### src/rtl/cxu_l2_arb2.sv
// Two-to-one CXU-LI L2 arbiter: round-robin grant, held while a request stalls, in-order response routing.
// Define CXU_ARB_STATS_EN to add saturating grant and full-cycle counters.
module cxu_l2_arb2 #(
  parameter int CXU_LI_VERSION = 'h01_00_00,
  parameter int CXU_N_CXUS     = 1,
  parameter int CXU_N_STATES   = 1,
  // single-CXU / single-state builds still carry a 1-bit id field
  parameter int CXU_CXU_ID_W   = (CXU_N_CXUS > 1) ? $clog2(CXU_N_CXUS) : 1,
  parameter int CXU_STATE_ID_W = (CXU_N_STATES > 1) ? $clog2(CXU_N_STATES) : 1,
  parameter int CXU_FUNC_ID_W  = 10,
  parameter int CXU_INSN_W     = 32,
  parameter int CXU_DATA_W     = 32,
  parameter int OUTSTANDING    = 4
) (
  input  logic                      clk,
  input  logic                      rst,
  input  logic                      clk_en,
`ifdef CXU_ARB_STATS_EN
  output logic [31:0]               stat_a_grants,
  output logic [31:0]               stat_b_grants,
  output logic [31:0]               stat_full_cycles,
`endif
  input  logic                      a_req_valid,
  output logic                      a_req_ready,
  input  logic [CXU_CXU_ID_W-1:0]   a_req_cxu,
  input  logic [CXU_STATE_ID_W-1:0] a_req_state,
  input  logic [CXU_FUNC_ID_W-1:0]  a_req_func,
  input  logic [CXU_INSN_W-1:0]     a_req_insn,
  input  logic [CXU_DATA_W-1:0]     a_req_data0,
  input  logic [CXU_DATA_W-1:0]     a_req_data1,
  output logic                      a_resp_valid,
  input  logic                      a_resp_ready,
  output logic [2:0]                a_resp_status,
  output logic [CXU_DATA_W-1:0]     a_resp_data,
  input  logic                      b_req_valid,
  output logic                      b_req_ready,
  input  logic [CXU_CXU_ID_W-1:0]   b_req_cxu,
  input  logic [CXU_STATE_ID_W-1:0] b_req_state,
  input  logic [CXU_FUNC_ID_W-1:0]  b_req_func,
  input  logic [CXU_INSN_W-1:0]     b_req_insn,
  input  logic [CXU_DATA_W-1:0]     b_req_data0,
  input  logic [CXU_DATA_W-1:0]     b_req_data1,
  output logic                      b_resp_valid,
  input  logic                      b_resp_ready,
  output logic [2:0]                b_resp_status,
  output logic [CXU_DATA_W-1:0]     b_resp_data,
  output logic                      m_req_valid,
  input  logic                      m_req_ready,
  output logic [CXU_CXU_ID_W-1:0]   m_req_cxu,
  output logic [CXU_STATE_ID_W-1:0] m_req_state,
  output logic [CXU_FUNC_ID_W-1:0]  m_req_func,
  output logic [CXU_INSN_W-1:0]     m_req_insn,
  output logic [CXU_DATA_W-1:0]     m_req_data0,
  output logic [CXU_DATA_W-1:0]     m_req_data1,
  input  logic                      m_resp_valid,
  output logic                      m_resp_ready,
  input  logic [2:0]                m_resp_status,
  input  logic [CXU_DATA_W-1:0]     m_resp_data
);

  localparam int PTR_W = $clog2(OUTSTANDING);
  localparam logic [PTR_W:0] PTR_ONE = 1;

  if ((CXU_LI_VERSION >> 16) != 1) begin : g_bad_version
    $error("cxu_l2_arb2: unsupported CXU-LI version");
  end
  if (CXU_DATA_W != 32 && CXU_DATA_W != 64) begin : g_bad_data_w
    $error("cxu_l2_arb2: CXU_DATA_W must be 32 or 64");
  end
  if (OUTSTANDING < 2 || OUTSTANDING > 16 || (OUTSTANDING & (OUTSTANDING - 1)) != 0) begin : g_bad_depth
    $error("cxu_l2_arb2: OUTSTANDING must be a power of two in 2..16");
  end

  logic                   prio_q, prio_d;
  logic                   lock_q, lock_d;
  logic                   lock_id_q, lock_id_d;
  logic [OUTSTANDING-1:0] fifo_q, fifo_d;
  logic [PTR_W:0]         wr_ptr_q, wr_ptr_d;
  logic [PTR_W:0]         rd_ptr_q, rd_ptr_d;

  logic grant;
  logic gnt_valid;
  logic fifo_full;
  logic fifo_empty;
  logic fifo_head;
  logic tgt_ready;
  logic req_hs;
  logic resp_hs;

  // 0 = A, 1 = B; with no valid requester the prio side is nominally granted
  always_comb begin
    if (lock_q)                       grant = lock_id_q;
    else if (a_req_valid != b_req_valid) grant = b_req_valid;
    else                              grant = prio_q;
  end

  assign fifo_empty = (wr_ptr_q == rd_ptr_q);
  assign fifo_full  = (wr_ptr_q[PTR_W] != rd_ptr_q[PTR_W]) &&
                      (wr_ptr_q[PTR_W-1:0] == rd_ptr_q[PTR_W-1:0]);
  assign fifo_head  = fifo_q[rd_ptr_q[PTR_W-1:0]];

  assign gnt_valid   = grant ? b_req_valid : a_req_valid;
  assign m_req_valid = gnt_valid & ~fifo_full & clk_en;
  assign a_req_ready = ~grant & m_req_ready & ~fifo_full & clk_en;
  assign b_req_ready =  grant & m_req_ready & ~fifo_full & clk_en;
  assign req_hs      = m_req_valid & m_req_ready;

  assign m_req_cxu   = grant ? b_req_cxu   : a_req_cxu;
  assign m_req_state = grant ? b_req_state : a_req_state;
  assign m_req_func  = grant ? b_req_func  : a_req_func;
  assign m_req_insn  = grant ? b_req_insn  : a_req_insn;
  assign m_req_data0 = grant ? b_req_data0 : a_req_data0;
  assign m_req_data1 = grant ? b_req_data1 : a_req_data1;

  assign tgt_ready     = fifo_head ? b_resp_ready : a_resp_ready;
  assign m_resp_ready  = tgt_ready & ~fifo_empty & clk_en;
  assign a_resp_valid  = m_resp_valid & ~fifo_head & ~fifo_empty & clk_en;
  assign b_resp_valid  = m_resp_valid &  fifo_head & ~fifo_empty & clk_en;
  assign a_resp_status = m_resp_status;
  assign b_resp_status = m_resp_status;
  assign a_resp_data   = m_resp_data;
  assign b_resp_data   = m_resp_data;
  assign resp_hs       = m_resp_valid & m_resp_ready;

  always_comb begin
    prio_d    = prio_q;
    lock_d    = lock_q;
    lock_id_d = lock_id_q;
    fifo_d    = fifo_q;
    wr_ptr_d  = wr_ptr_q;
    rd_ptr_d  = rd_ptr_q;
    if (req_hs) begin
      lock_d                        = 1'b0;
      prio_d                        = ~grant;
      fifo_d[wr_ptr_q[PTR_W-1:0]]   = grant;
      wr_ptr_d                      = wr_ptr_q + PTR_ONE;
    end else if (m_req_valid) begin
      // stalled offer: pin the grant so the m_req payload cannot switch
      lock_d    = 1'b1;
      lock_id_d = grant;
    end
    if (resp_hs) rd_ptr_d = rd_ptr_q + PTR_ONE;
  end

  always_ff @(posedge clk or negedge rst) begin
    if (!rst) begin
      prio_q    <= 1'b0;
      lock_q    <= 1'b0;
      lock_id_q <= 1'b0;
      fifo_q    <= '0;
      wr_ptr_q  <= '0;
      rd_ptr_q  <= '0;
    end else begin
      prio_q    <= prio_d;
      lock_q    <= lock_d;
      lock_id_q <= lock_id_d;
      fifo_q    <= fifo_d;
      wr_ptr_q  <= wr_ptr_d;
      rd_ptr_q  <= rd_ptr_d;
    end
  end

`ifdef CXU_ARB_STATS_EN
  logic [31:0] stat_a_q, stat_a_d;
  logic [31:0] stat_b_q, stat_b_d;
  logic [31:0] stat_f_q, stat_f_d;

  always_comb begin
    stat_a_d = stat_a_q;
    stat_b_d = stat_b_q;
    stat_f_d = stat_f_q;
    if (req_hs && !grant && stat_a_q != '1) stat_a_d = stat_a_q + 32'd1;
    if (req_hs &&  grant && stat_b_q != '1) stat_b_d = stat_b_q + 32'd1;
    if (clk_en && fifo_full && (a_req_valid || b_req_valid) && stat_f_q != '1)
      stat_f_d = stat_f_q + 32'd1;
  end

  always_ff @(posedge clk or negedge rst) begin
    if (!rst) begin
      stat_a_q <= '0;
      stat_b_q <= '0;
      stat_f_q <= '0;
    end else begin
      stat_a_q <= stat_a_d;
      stat_b_q <= stat_b_d;
      stat_f_q <= stat_f_d;
    end
  end

  assign stat_a_grants    = stat_a_q;
  assign stat_b_grants    = stat_b_q;
  assign stat_full_cycles = stat_f_q;
`endif

`ifndef SYNTHESIS
  resp_without_outstanding: assert property (@(posedge clk) disable iff (!rst)
    !(m_resp_valid && fifo_empty))
    else $error("cxu_l2_arb2: m_resp_valid with no outstanding request");
`endif

endmodule

### config.mk
export PLATFORM = sky130hd
export DESIGN_NAME = cxu_l2_arb2
export DESIGN_NICKNAME = d
export VERILOG_FILES = /design/src/rtl/cxu_l2_arb2.sv
export SDC_FILE = /design/constraint.sdc
export NUM_CORES = 1
export LEC_CHECK = 0
export CAP_MARGIN = 30
export CORE_AREA = 2 2 174 176
export CTS_CLUSTER_DIAMETER = 60
export DETAILED_ROUTE_END_ITERATION = 6
export DIE_AREA = 0 0 176 178
export GPL_TIMING_DRIVEN = 0
export PLACE_DENSITY = 0.44
export SLEW_MARGIN = 0
export SYNTH_ARGS = -nofsm -noshare
export SYNTH_HDL_FRONTEND = slang
export SYNTH_SLANG_ARGS = --single-unit
export TNS_END_PERCENT = 30
### constraint.sdc
create_clock -name clk -period 3.9 [get_ports clk]
set_input_delay 1.17 -clock clk [delete_from_list [all_inputs] [get_ports clk]]
set_output_delay 1.17 -clock clk [all_outputs]
set_load 0.02 [all_outputs]
==> results.toml <==
[status]
outcome = "finished clean"

[global_route]
antenna_found_initial = 0
grt-ovfl-total = 0
grt_max_degree = 14
use_met1_pct = 13.0
grt_pass1_wl_um = 23600
grt-busiest-layer = "met2"
grt_pass1_vias = 3516
met3_usage_pct = 1.96
grt_usage_pct = 10.2
use_met2_pct = 18.5

[synthesis]
synthArstFlopShare_pct = 100
ys_seq_elements = 13
synthesis.area_um2 = 2620
syn-instance-count = 266
synth.avg_cell_area_um2 = 9.85
syn_nets = 531
synthFlopType = "dfrtp_1"
synth_cell_types = 26
synth_edf_count = 0
ys.warnings.count = 0
yosysSeqAreaShare_pct = 12.4

[sta]
setup_tns_ns = 0
period_share_pct = 98.8
hold_viol_final = 0
slew_violations = 0
rsz0062_at_grt = "yes"
tightestPinTransition_ns = 0.619
fin_ws_ns = 0.0477
fin_crit_ns = 3.85
fin_skew_ns = 0.00332
slew_headroom_pct = 58.6
max_freq_mhz = 260
finalSetupViolCount = 0

[clock_tree]
hold_buffers = 0
clockBufferDepth = 2
root_buffer = "clkbuf_16"
cts_buffers = 3
h-tree-depth = 1
clkLatencyLatePin_ns = 0.24
cts_tree = "yes"
clkSinkCount = 13
clkSlewWorstSetupHoldPaths_ns = 0.04

[finish]
final_common_cell = "clkdlybuf4s50_1"
area_growth_pct = 175
n_antenna_cell = 0
fin_nets = 954
drive_gt1_share_pct = 48.0
design_area_um2 = 7200
layout_common_cells = "293 x clkdlybuf4s50_1, 113 x mux2_2, 78 x buf_4, 46 x clkbuf_2, 29 x clkdlybuf4s15_2"
fillers = 3206

[floorplan]
ios = 444
row_count = 63
coreArea_um2 = 29400
dieArea_um2 = 31300
die_h_um = 178
initial_core_util_pct = 8.92
die_x_um = 176

[routing]
wl_um = 17500
dr_total_vias = 3471
post_drt_wl_per_cell_um = 16.3
vias_per_cell = 3.22
drt_pass1_iterations = 4
drc = 0
drt-initial-drc-count = 61
postRouteAntennaNets = 0

[critical_path]
cpMaxStageDelayCell = "mux2_2"
crit_top_cell = "buf_8"
path_max_fanout = 10
end_kind = "output pin"
worstSetupStartpointType = "primary input"
cp.arrival_ns = 2.68
required_ns = 2.73
slowest_delay_ns = 0.35
path_cells = "buf_6, a21boi_4, o31ai_4, buf_8, buf_8, mux2_2, clkdlybuf4s15_2"
critPathKind = "in2out"

[placed_design]
placed_cell_area_um2 = 7190
hpwl_um = 15600
preCtsSetupSlack_ns = -1.26
io_buffers = 408
gp_congestion = 0.771

[pwr]
power.leakage_nw = 3.00
powerDensity_nw_per_um2 = 504
ir_drop_v = 0.000224

[hold_path]
holdCritPathClass = "reg2reg"

[job]
cap_violations = 0
-- cell usage after synthesis, drive strengths merged (3+ instances only) --
library cell  number  share of area (%)
mux2             115                 50
ha                 5                2.4
nand2              3               0.43
dfrtp             13                 12
xor2               4                1.3
xnor2              4                1.3
nor2               7                1.1
nor3               6                1.1
buf               83                 23
inv                9                1.3
-- report_power, final --
part / switching (mW) / internal (mW)
Sequential: 0.0734 / 0.201
Clock: 0.0535 / 0.138
Combinational: 1.52 / 1.64
Total: 1.65 / 1.98
-- flip-flops by register name, indices dropped and copies added, names as in the netlist --
| signal | flops |
|---|---|
| fifo_q | 4 |
| rd_ptr_q | 3 |
| wr_ptr_q | 3 |
| lock_id_q | 1 |
| lock_q | 1 |
| prio_q | 1 |
-- logic make-up after synthesis --
group                      Yosys count  share of synthesized area (%)
AOI/OAI and AO/OA                   10                           3.53
xor gates and xnor gates             8                           2.67
adders and majority gates            5                           2.39
buffers and inverters               92                           24.1
DFF                                 13                           12.4
muxes                              117                           50.9
and+or+nand+nor                     21                           3.96
-- worst max-delay path, delay by kind of cell --
family          cells  cell delay [ns]
mux                 1             0.35
buf+inv             4             0.74
compound gates      2             0.41
-- per-stage QoR --
step	util, %	total power, mW	hold slack (ns)	std cells
2_1_floorplan	-	2.01	0.475	266
3_3_place_gp	24.5	3.47	0.488	1064
3_5_place_dp	24.5	3.46	0.494	1064
4_1_cts	25.1	3.66	0.504	1073
5_1_grt	24.5	3.87	0.524	1078
6_report	24.5	3.63	0.499	1078
-- path summary, 6_finish.rpt --
kind,from,end,slack (ns),depth (start not counted)
setup / recovery,a_req_valid,m_req_state,0.05,7
hold / removal,fifo_q[3],fifo_q[3],0.50,1
setup reg to reg,rd_ptr_q[0],rd_ptr_q[1],2.04,4
hold reg to reg,fifo_q[3],fifo_q[3],0.50,1
max in group asynchronous,rst,wr_ptr_q[2],2.18,1
min in group asynchronous,rst,fifo_q[2],1.32,1
-- per-layer routing --
layer | part of all wire, % | up-vias
met5 | 0 | -
met4 | 0.17 | 0
met3 | 7.5 | 4
met2 | 50 | 184
met1 | 42 | 1578
li1 | - | 1705
-- repair_timing --
item | in CTS | in global routing
setup endpoints to repair | 111 | 106
gates resized for setup | 285 | 144
pin swaps | 1 | 1
setup buffers | 4 | 5
cloned | 1 | 0
-- area by class of cell --
cell class	instances	area [µm²]	share of cell area [%]
Timing Repair Buffer	418	3870	53.7
Multi-Input combinational cell	161	1690	23.4
Buffer	83	724	10.1
Tap cell	390	488	6.77
Sequential cell	13	325	4.52
Clock buffer	4	78.8	1.09
Inverter	9	33.8	0.469
Power figures use the tool's default switching activity.
==> RTL edit (same settings) <==
`OUTSTANDING`: 4 -> 8.
--- a/src/rtl/cxu_l2_arb2.sv
+++ b/src/rtl/cxu_l2_arb2.sv
@@ -11,5 +11,5 @@
   parameter int CXU_INSN_W     = 32,
   parameter int CXU_DATA_W     = 32,
-  parameter int OUTSTANDING    = 4
+  parameter int OUTSTANDING    = 8
 ) (
   input  logic                      clk,
Formal check against the unedited RTL: same outputs for any inputs over 4 cycles, from zero or initial values and one cycle with rst low; that may be too few to reach the edited logic, so the function may still have changed.
==> RTL edit against the unedited design <==
  * Setup slack gained 24 ps
  * Critical path type unchanged
  * Critical path depth is the same
  * Clock skew shrank 2.2 ps
  * Area after synthesis grew 9.2%
  * Cell area grew 9.8%
  * Power grew 27%
  * Highest routed layer unchanged
  * Sequential cell count grew 6
  * Sequential power grew 29%
  * First-iteration DRC count grew 13%
  * Utilization grew 2.4 points
  * Largest cell class unchanged
  * Global-route usage grew 0.66 points
  * Wire length grew 6.1%
==> RTL edit: results (changes against the unedited design) <==
[routing]
wl_met3_um = 1310  ; -0.23%
wl_per_cell_um = 16.9  ; +4.1%
drt_iter0_markers = 69  ; +13%
wl_met1_um = 7010  ; -5.3%

[clock_network]
cts.sinks = 19  ; +6
cts_setup_buffers = 3  ; -1

[place]
pre_cts_slack_ps = -1810  ; -549 ps
gp_congestion = 0.725  ; -6.0%

[min_path]
hold_end = fifo_q[7]$_DFFE_PN0P_
worstHoldStart = fifo_q[7]$_DFFE_PN0P_

[grt]
grt_max_degree = 19  ; +5
grt_pass1_vias = 3788  ; +7.7%
grt.total_usage_pct = 10.8  ; +0.66 points
grtUsageMet2_pct = 20.7  ; +2.2 points

[setup_path]
critPathMaxStageDelay_ps = 320  ; -30 ps
timing.rr.end = fifo_q[1]$_DFFE_PN0P_
crit_end = m_req_func[4]
reg2reg_from = wr_ptr_q[0]$_DFFE_PN0P_
reg2reg_depth = 7  ; +3

[layout]
top_regs = fifo_q x8, rd_ptr_q x4, wr_ptr_q x4
fill_cells = 3147  ; -1.8%
multi_input_gates = 179  ; +11%
nets = 971  ; +1.8%
buf_share_pct = 63.2  ; -0.49 points
clock_cell_area_share_pct = 0.997  ; -0.097 points
post-route-util_pct = 26.9  ; +2.4 points
seq_area_um2 = 475  ; +46%
buffers = 504  ; +0.60%

[synthesis]
ys_top_cells_by_count = mux2_2, buf_4, dfrtp_1
synth-seq-area-share_pct = 16.6  ; +4.2 points
postSynthCellCount = 287  ; +7.9%

[status]
status = finished, final reports clean

[pwr]
power_leakage_nw = 3.30  ; +10%

[timing]
clock-skew-final_ps = 1.12  ; -2.21 ps
fin_crit_sh_pct = 98.2  ; -0.62 points
hold_ws_ps = 481  ; -18.2 ps

[RTL edit: changes by cell type in the layout (fill, tap and decap cells not counted), moves of 5 or more]
cell,unedited run,this run
mux2_2,113,101
clkdlybuf4s15_1,0,29
nand2_1,3,8
buf_8,7,0
clkdlybuf4s15_2,29,14
mux2_4,2,16
buf_6,7,27
dfrtp_1,13,19
inv_1,9,1
clkbuf_16,3,16
clkbuf_2,46,5
dlygate4sd2_1,5,15
buf_2,27,19
[RTL edit: logic make-up after synthesis]
group	synth area share (%)
DFF	16.6
and+or+nand+nor	6.34
xor gates and xnor gates	3.06
adders and majority gates	0.874
buffers and inverters	21.1
muxes	49.2
AOI/OAI and AO/OA	2.80
[RTL edit: report_power, final]
part           total [mW]  internal, mW  leakage, nW  switching (mW)
combinational        4.07          2.20         3.03            1.87
clock               0.210         0.139       0.0382          0.0711
sequential          0.354         0.283        0.236          0.0704
